[config.mk]
export PLATFORM = sky130hd
export DESIGN_NAME = multi_cycle_control
export DESIGN_NICKNAME = d
export VERILOG_FILES = /design/src/rtl/multi_cycle_control.sv
export SDC_FILE = /design/constraint.sdc
export NUM_CORES = 1
export LEC_CHECK = 0
export CAP_MARGIN = 0
export CORE_AREA = 2 2 78 80
export CTS_CLUSTER_DIAMETER = 200
export DETAILED_ROUTE_END_ITERATION = 6
export DIE_AREA = 0 0 80 82
export DONT_BUFFER_PORTS = 1
export GPL_ROUTABILITY_DRIVEN = 0
export MAX_ROUTING_LAYER = met4
export PLACE_DENSITY = 0.67
export SLEW_MARGIN = 20
export SYNTH_ARGS = -nofsm -noshare
export SYNTH_HDL_FRONTEND = slang
export SYNTH_SLANG_ARGS = --single-unit
[constraint.sdc]
create_clock -name clk -period 2.81 [get_ports clk]
set_input_delay 0.281 -clock clk [delete_from_list [all_inputs] [get_ports clk]]
set_output_delay 0.281 -clock clk [all_outputs]
set_load 0.01 [all_outputs]
[src/rtl/multi_cycle_control.sv]
// Multi-cycle MIPS control FSM: walks each instruction through fetch, decode,
// execute, memory and writeback states over a shared ALU and unified memory.
// Stalls on the memory ready handshake, aborts long waits, counts retirements.
module multi_cycle_control #(
  parameter int unsigned CNT_W      = 32,
  parameter int unsigned WAIT_LIMIT = 255
) (
  input  logic             clk,
  input  logic             rst_n,
  input  logic [5:0]       opcode,
  input  logic             zero,
  input  logic             mem_ready,
  input  logic             halt,
  output logic             pc_write,
  output logic [1:0]       pc_src,
  output logic             iord,
  output logic             mem_read,
  output logic             mem_write,
  output logic             ir_write,
  output logic [1:0]       reg_dst,
  output logic [1:0]       mem_to_reg,
  output logic             reg_write,
  output logic             alu_src_a,
  output logic [1:0]       alu_src_b,
  output logic [2:0]       alu_op,
  output logic [3:0]       state,
  output logic             illegal_op,
  output logic             mem_timeout,
  output logic [CNT_W-1:0] instr_retired
);

  localparam int unsigned WaitW = $clog2(WAIT_LIMIT + 1);
  localparam logic [WaitW-1:0] WaitLast = WaitW'(WAIT_LIMIT - 1);

  localparam logic [5:0] OpRtype = 6'd0;
  localparam logic [5:0] OpJ     = 6'd2;
  localparam logic [5:0] OpJal   = 6'd3;
  localparam logic [5:0] OpBeq   = 6'd4;
  localparam logic [5:0] OpBne   = 6'd5;
  localparam logic [5:0] OpAddi  = 6'd8;
  localparam logic [5:0] OpSlti  = 6'd10;
  localparam logic [5:0] OpAndi  = 6'd12;
  localparam logic [5:0] OpOri   = 6'd13;
  localparam logic [5:0] OpXori  = 6'd14;
  localparam logic [5:0] OpLui   = 6'd15;
  localparam logic [5:0] OpLw    = 6'd35;
  localparam logic [5:0] OpSw    = 6'd43;

  typedef enum logic [3:0] {
    StFetch    = 4'd0,
    StDecode   = 4'd1,
    StMemAddr  = 4'd2,
    StMemRead  = 4'd3,
    StMemWb    = 4'd4,
    StMemWrite = 4'd5,
    StRExec    = 4'd6,
    StIExec    = 4'd7,
    StAluWb    = 4'd8,
    StBranch   = 4'd9,
    StJump     = 4'd10,
    StJal      = 4'd11
  } state_e;

  state_e           state_q, state_d;
  logic [WaitW-1:0] wait_q, wait_d;
  logic [CNT_W-1:0] retired_q;
  logic             illegal_q, timeout_q;
  logic             retire, set_illegal, set_timeout;
  logic             wait_last;

  assign wait_last = (wait_q == WaitLast);

  // Next state, wait counter and event flags.
  always_comb begin
    state_d     = state_q;
    wait_d      = '0;
    retire      = 1'b0;
    set_illegal = 1'b0;
    set_timeout = 1'b0;
    unique case (state_q)
      StFetch: begin
        if (halt) begin
          wait_d = wait_q;
        end else if (mem_ready) begin
          state_d = StDecode;
        end else if (wait_last) begin
          set_timeout = 1'b1;
        end else begin
          wait_d = wait_q + WaitW'(1);
        end
      end
      StDecode: begin
        case (opcode)
          OpLw, OpSw:                                       state_d = StMemAddr;
          OpRtype:                                          state_d = StRExec;
          OpAddi, OpAndi, OpOri, OpSlti, OpXori, OpLui:    state_d = StIExec;
          OpBeq, OpBne:                                     state_d = StBranch;
          OpJ:                                              state_d = StJump;
          OpJal:                                            state_d = StJal;
          default: begin
            state_d     = StFetch;
            set_illegal = 1'b1;
          end
        endcase
      end
      StMemAddr: state_d = (opcode == OpSw) ? StMemWrite : StMemRead;
      StMemRead: begin
        if (mem_ready) begin
          state_d = StMemWb;
        end else if (wait_last) begin
          state_d     = StFetch;
          set_timeout = 1'b1;
        end else begin
          wait_d = wait_q + WaitW'(1);
        end
      end
      StMemWrite: begin
        if (mem_ready) begin
          state_d = StFetch;
          retire  = 1'b1;
        end else if (wait_last) begin
          state_d     = StFetch;
          set_timeout = 1'b1;
        end else begin
          wait_d = wait_q + WaitW'(1);
        end
      end
      StRExec, StIExec: state_d = StAluWb;
      StMemWb, StAluWb, StBranch, StJump, StJal: begin
        state_d = StFetch;
        retire  = 1'b1;
      end
      default: state_d = StFetch;
    endcase
  end

  // State, wait counter, sticky flags and retirement counter.
  always_ff @(posedge clk or negedge rst_n) begin
    if (!rst_n) begin
      state_q   <= StFetch;
      wait_q    <= '0;
      retired_q <= '0;
      illegal_q <= 1'b0;
      timeout_q <= 1'b0;
    end else begin
      state_q <= state_d;
      wait_q  <= wait_d;
      if (retire)      retired_q <= retired_q + CNT_W'(1);
      if (set_illegal) illegal_q <= 1'b1;
      if (set_timeout) timeout_q <= 1'b1;
    end
  end

  // Moore control decode; everything forced low while reset is asserted.
  always_comb begin
    pc_write   = 1'b0;
    pc_src     = 2'b00;
    iord       = 1'b0;
    mem_read   = 1'b0;
    mem_write  = 1'b0;
    ir_write   = 1'b0;
    reg_dst    = 2'b00;
    mem_to_reg = 2'b00;
    reg_write  = 1'b0;
    alu_src_a  = 1'b0;
    alu_src_b  = 2'b00;
    alu_op     = 3'b000;
    if (rst_n) begin
      unique case (state_q)
        StFetch: begin
          if (!halt) begin
            mem_read  = 1'b1;
            alu_src_b = 2'b01;
            ir_write  = mem_ready;
            pc_write  = mem_ready;
          end
        end
        StDecode:  alu_src_b = 2'b11;
        StMemAddr: begin
          alu_src_a = 1'b1;
          alu_src_b = 2'b10;
        end
        StMemRead: begin
          mem_read = 1'b1;
          iord     = 1'b1;
        end
        StMemWb: begin
          mem_to_reg = 2'b01;
          reg_write  = 1'b1;
        end
        StMemWrite: begin
          mem_write = 1'b1;
          iord      = 1'b1;
        end
        StRExec: begin
          alu_src_a = 1'b1;
          alu_op    = 3'b010;
        end
        StIExec: begin
          alu_src_a = 1'b1;
          alu_src_b = 2'b10;
          case (opcode)
            OpAndi:  alu_op = 3'b011;
            OpOri:   alu_op = 3'b100;
            OpSlti:  alu_op = 3'b101;
            OpXori:  alu_op = 3'b110;
            OpLui:   alu_op = 3'b111;
            default: alu_op = 3'b000;
          endcase
        end
        StAluWb: begin
          reg_dst   = (opcode == OpRtype) ? 2'b01 : 2'b00;
          reg_write = 1'b1;
        end
        StBranch: begin
          alu_src_a = 1'b1;
          alu_op    = 3'b001;
          pc_src    = 2'b01;
          pc_write  = ((opcode == OpBeq) && zero) || ((opcode == OpBne) && !zero);
        end
        StJump: begin
          pc_src   = 2'b10;
          pc_write = 1'b1;
        end
        StJal: begin
          // Register write captures PC+4 before the PC takes the jump target.
          pc_src     = 2'b10;
          pc_write   = 1'b1;
          reg_dst    = 2'b10;
          mem_to_reg = 2'b10;
          reg_write  = 1'b1;
        end
        default: ;
      endcase
    end
  end

  assign state         = state_q;
  assign illegal_op    = illegal_q;
  assign mem_timeout   = timeout_q;
  assign instr_retired = retired_q;

endmodule

==> summary.md <==
| Metric | Value |
|---|---|
| Post-Syn Area | 0.00286 mm2 |
| DR vias/cell | 6.14 |
| RSZ-0062 raised after global routing | no |
| Synth Warn # | 0 |
| Vias in the first global route | 2,227 |
| Most used DFF post-synth | dfrtp_1 |
| Clk slew on worst S/H paths | 0.08 ns |
| Largest net degree at the start of global routing | 47 |
| NumNets Final | 322 |
| Fin. max-slew vios | 0 |
| H-tree levels | 2 |
| Post-synth EDFFs | 0 |
| Power Dens Cells | 619 mW/mm2 |
| Fin crit share | 85.4% |
| Die Footprint | 0.00656 mm2 |
| Clk buf depth | 2 |
| R2R Setup Slk | 0.41 ns |
| WP data arrival | 2.58 ns |
| WL/cell | 17.2 um |
| CTS Root Cell | clkbuf_8 |
| Post-DP HPWL | 4700 um |
| Worst reg2reg path endpoint | instr_retired[29] |
| Mean Syn Cell Area | 9.29 um2 |
| CP endpoint kind | register |
| Worst Path Required | 2.99 ns |
| Peak VDD IR | 342 uV |
| PortBufs | 0 |
| Initial DRC count | 213 |
| Hold endpoint | state[3] |
| Core Area | 0.00575 mm2 |
| Worst Path Max Fanout | 15 |
| All-Layer GR Usage | 22.0% |
| Final hold violations | 0 |
| Post-route minimum period | 2.40 ns |
| Clock sinks | 46 |
| #FFs+latches synth | 46 |
| Starting Density | 49.8% |
| Net count after synthesis | 322 |
| Finished Layout Cells | 384 |
| Sequential share of the synthesized area | 40.2% |
| Reg2reg path depth | 4 |
| Slew HR | 55.0% |
| Fill count | 547 |
| Static leakage power | 0.00123 uW |
| Final Util | 53.9% |
| CP Class | register to register |
| Reg-to-Reg Start | instr_retired[7] |
| Synth cell types | 59 |
| Final setup fails | 0 |
| CTS Buf Count | 5 |
| Sum Neg Setup Slack | 0 ns |
| Clock Latency Late Sink | 0.29 ns |
| Hold Path Class | input port to register |
| Final ANT Viol Nets | 0 |
| Number of max-cap violations | 0 |
| Layout cells sized above 1 | 9.06% |
| Status | finished clean |
| Die Y | 82 um |
| Post-CTS sizing | 0 |
| WL final | 6610 um |
| Startpoint types | register |
| Synth Instances | 308 |
| Area growth syn-to-layout | 8.13% |
| Hold path depth | 1 |
| Clk_skew | 0.00481 ns |
| Max Freq | 417 MHz |
| Ant diodes | 0 |
| Drt first pass iters | 4 |
| Measured slew at the worst slew-check pin | 0.658 ns |
| # DRC | 0 |
| Share of async-settable or async-resettable flops after synthesis | 100% |
| Vias | 2,356 |
| Grt ovf | 0 |
| Dpl cells | 374 |
| Hold Startpoint | opcode[3] |
| Io pins | 67 |
| Antenna violations before repair | 0 |
| CTS tree | yes |
| Die X | 80 um |
| First-pass GRT wire length | 11,100 um |
| FP Rows | 28 |
==> power by group <==
group | leakage (uW) | switching (uW) | internal [uW] | total (uW)
logic | 0.000593 | 352 | 237 | 589
registers | 0.000586 | 132 | 713 | 845
clock network | 0.0000524 | 216 | 266 | 482
total | 0.00123 | 700 | 1220 | 1920
==> flip-flops by register name, indices dropped and copies added (netlist names) <==
| register | cells |
|---|---|
| wait_q | 8 |
| mem_timeout | 1 |
| illegal_op | 1 |
| instr_retired | 32 |
| state | 4 |
==> cells in the final DEF, fill, tap and decap left out, types with 3 or more instances in the layout <==
cell	netlist	routed
dfrtp_1	46	46
nand2_1	22	22
xor2_1	20	20
nor2_1	19	19
nand3_1	16	16
xnor2_1	16	16
nor3_1	12	12
nand4_1	12	12
buf_4	1	11
inv_1	9	9
nor2b_1	9	9
nor4_1	9	9
a21oi_1	9	9
nand2b_1	8	8
o21ai_0	6	6
o31ai_1	5	5
clkbuf_8	0	5
a211oi_1	4	4
and4_1	4	4
nor4_2	4	4
a2111oi_1	4	4
and3_1	4	4
o21a_1	3	3
mux2i_1	3	3
a31o_1	3	3
o41ai_1	3	3
o2bb2ai_1	3	3
ha_1	3	3
==> worst max-delay path by stage <==
stage / start / endpoint / slack [ns] / cells after the start
after floorplan: instr_retired[7] / instr_retired[29] / 0.76 / 5
after global placement: instr_retired[7] / instr_retired[29] / 0.46 / 4
after detailed placement: instr_retired[7] / instr_retired[29] / 0.42 / 4
after CTS: instr_retired[7] / instr_retired[29] / 0.40 / 4
after global routing: instr_retired[7] / instr_retired[29] / 0.33 / 4
final: instr_retired[7] / instr_retired[29] / 0.41 / 4
==> layout make-up <==
cell class | count | area [um2] | area share [%]
clock inverters | 1 | 30.0 | 0.970
inverters | 10 | 37.5 | 1.21
clock buffers | 7 | 76.3 | 2.47
repair buffers | 13 | 120 | 3.88
well taps | 75 | 93.8 | 3.03
multi-input cells | 232 | 1590 | 51.3
flip-flops and latches | 46 | 1150 | 37.2
==> timing repair <==
action	4_1_cts	5_1_grt
setup buffers	0	0
hold endpoints to repair	46	0
hold buffers	2	0
==> cell families after synthesis <==
kind of cell,after synthesis,share of synthesized area (%)
and+or+nand+nor,134,27.3
AOI/OAI and AO/OA,54,13.8
adders and majority gates,3,1.31
buffers and inverters,30,4.37
xor gates and xnor gates,37,11.6
DFF,46,40.2
muxes,4,1.44
==> metrics by stage <==
stage / hold WS (ns) / worst slack, ns / total power, uW / area (um2)
floorplan: -0.0146 / 0.758 / 1260 / 2860
global placement: -0.0130 / 0.463 / 1420 / 2950
detailed placement: -0.0130 / 0.423 / 1430 / 2950
CTS: 0.0854 / 0.403 / 1940 / 3100
global route: 0.0843 / 0.327 / 2050 / 3100
finish: 0.0931 / 0.409 / 1920 / 3100
==> cell usage after synthesis (5+ instances only) <==
| cell type | instances | area share, % |
|---|---|---|
| nand4_1 | 12 | 2.6 |
| nand2_1 | 22 | 2.9 |
| nand3_1 | 16 | 2.8 |
| nand2b_1 | 8 | 1.7 |
| clkbuf_1 | 14 | 1.8 |
| inv_1 | 9 | 1.2 |
| dfrtp_1 | 46 | 40 |
| o31ai_1 | 5 | 1.3 |
| o21ai_0 | 6 | 1.0 |
| xnor2_1 | 16 | 4.9 |
| xor2_1 | 20 | 6.1 |
| nor2_1 | 19 | 2.5 |
| nor4_1 | 9 | 2.0 |
| nor3_1 | 12 | 2.1 |
| nor2b_1 | 9 | 2.0 |
| a21oi_1 | 9 | 1.6 |
==> metal layers <==
metal	global-route usage, %	part of all wire [%]	up-vias
li1	-	-	1128
met1	30.2	47	1157
met2	32.3	47	62
met3	5.27	5.7	9
met4	6.78	1.1	0
met5	-	0	-
==> worst max-delay path: stages (launching register included) <==
cell and delay [ns]:
dfrtp_1 0.51, nand4_2 0.18, or4_1 0.83, or4_4 0.63
xnor2_2 0.14
(Power assumes the default switching activity.)
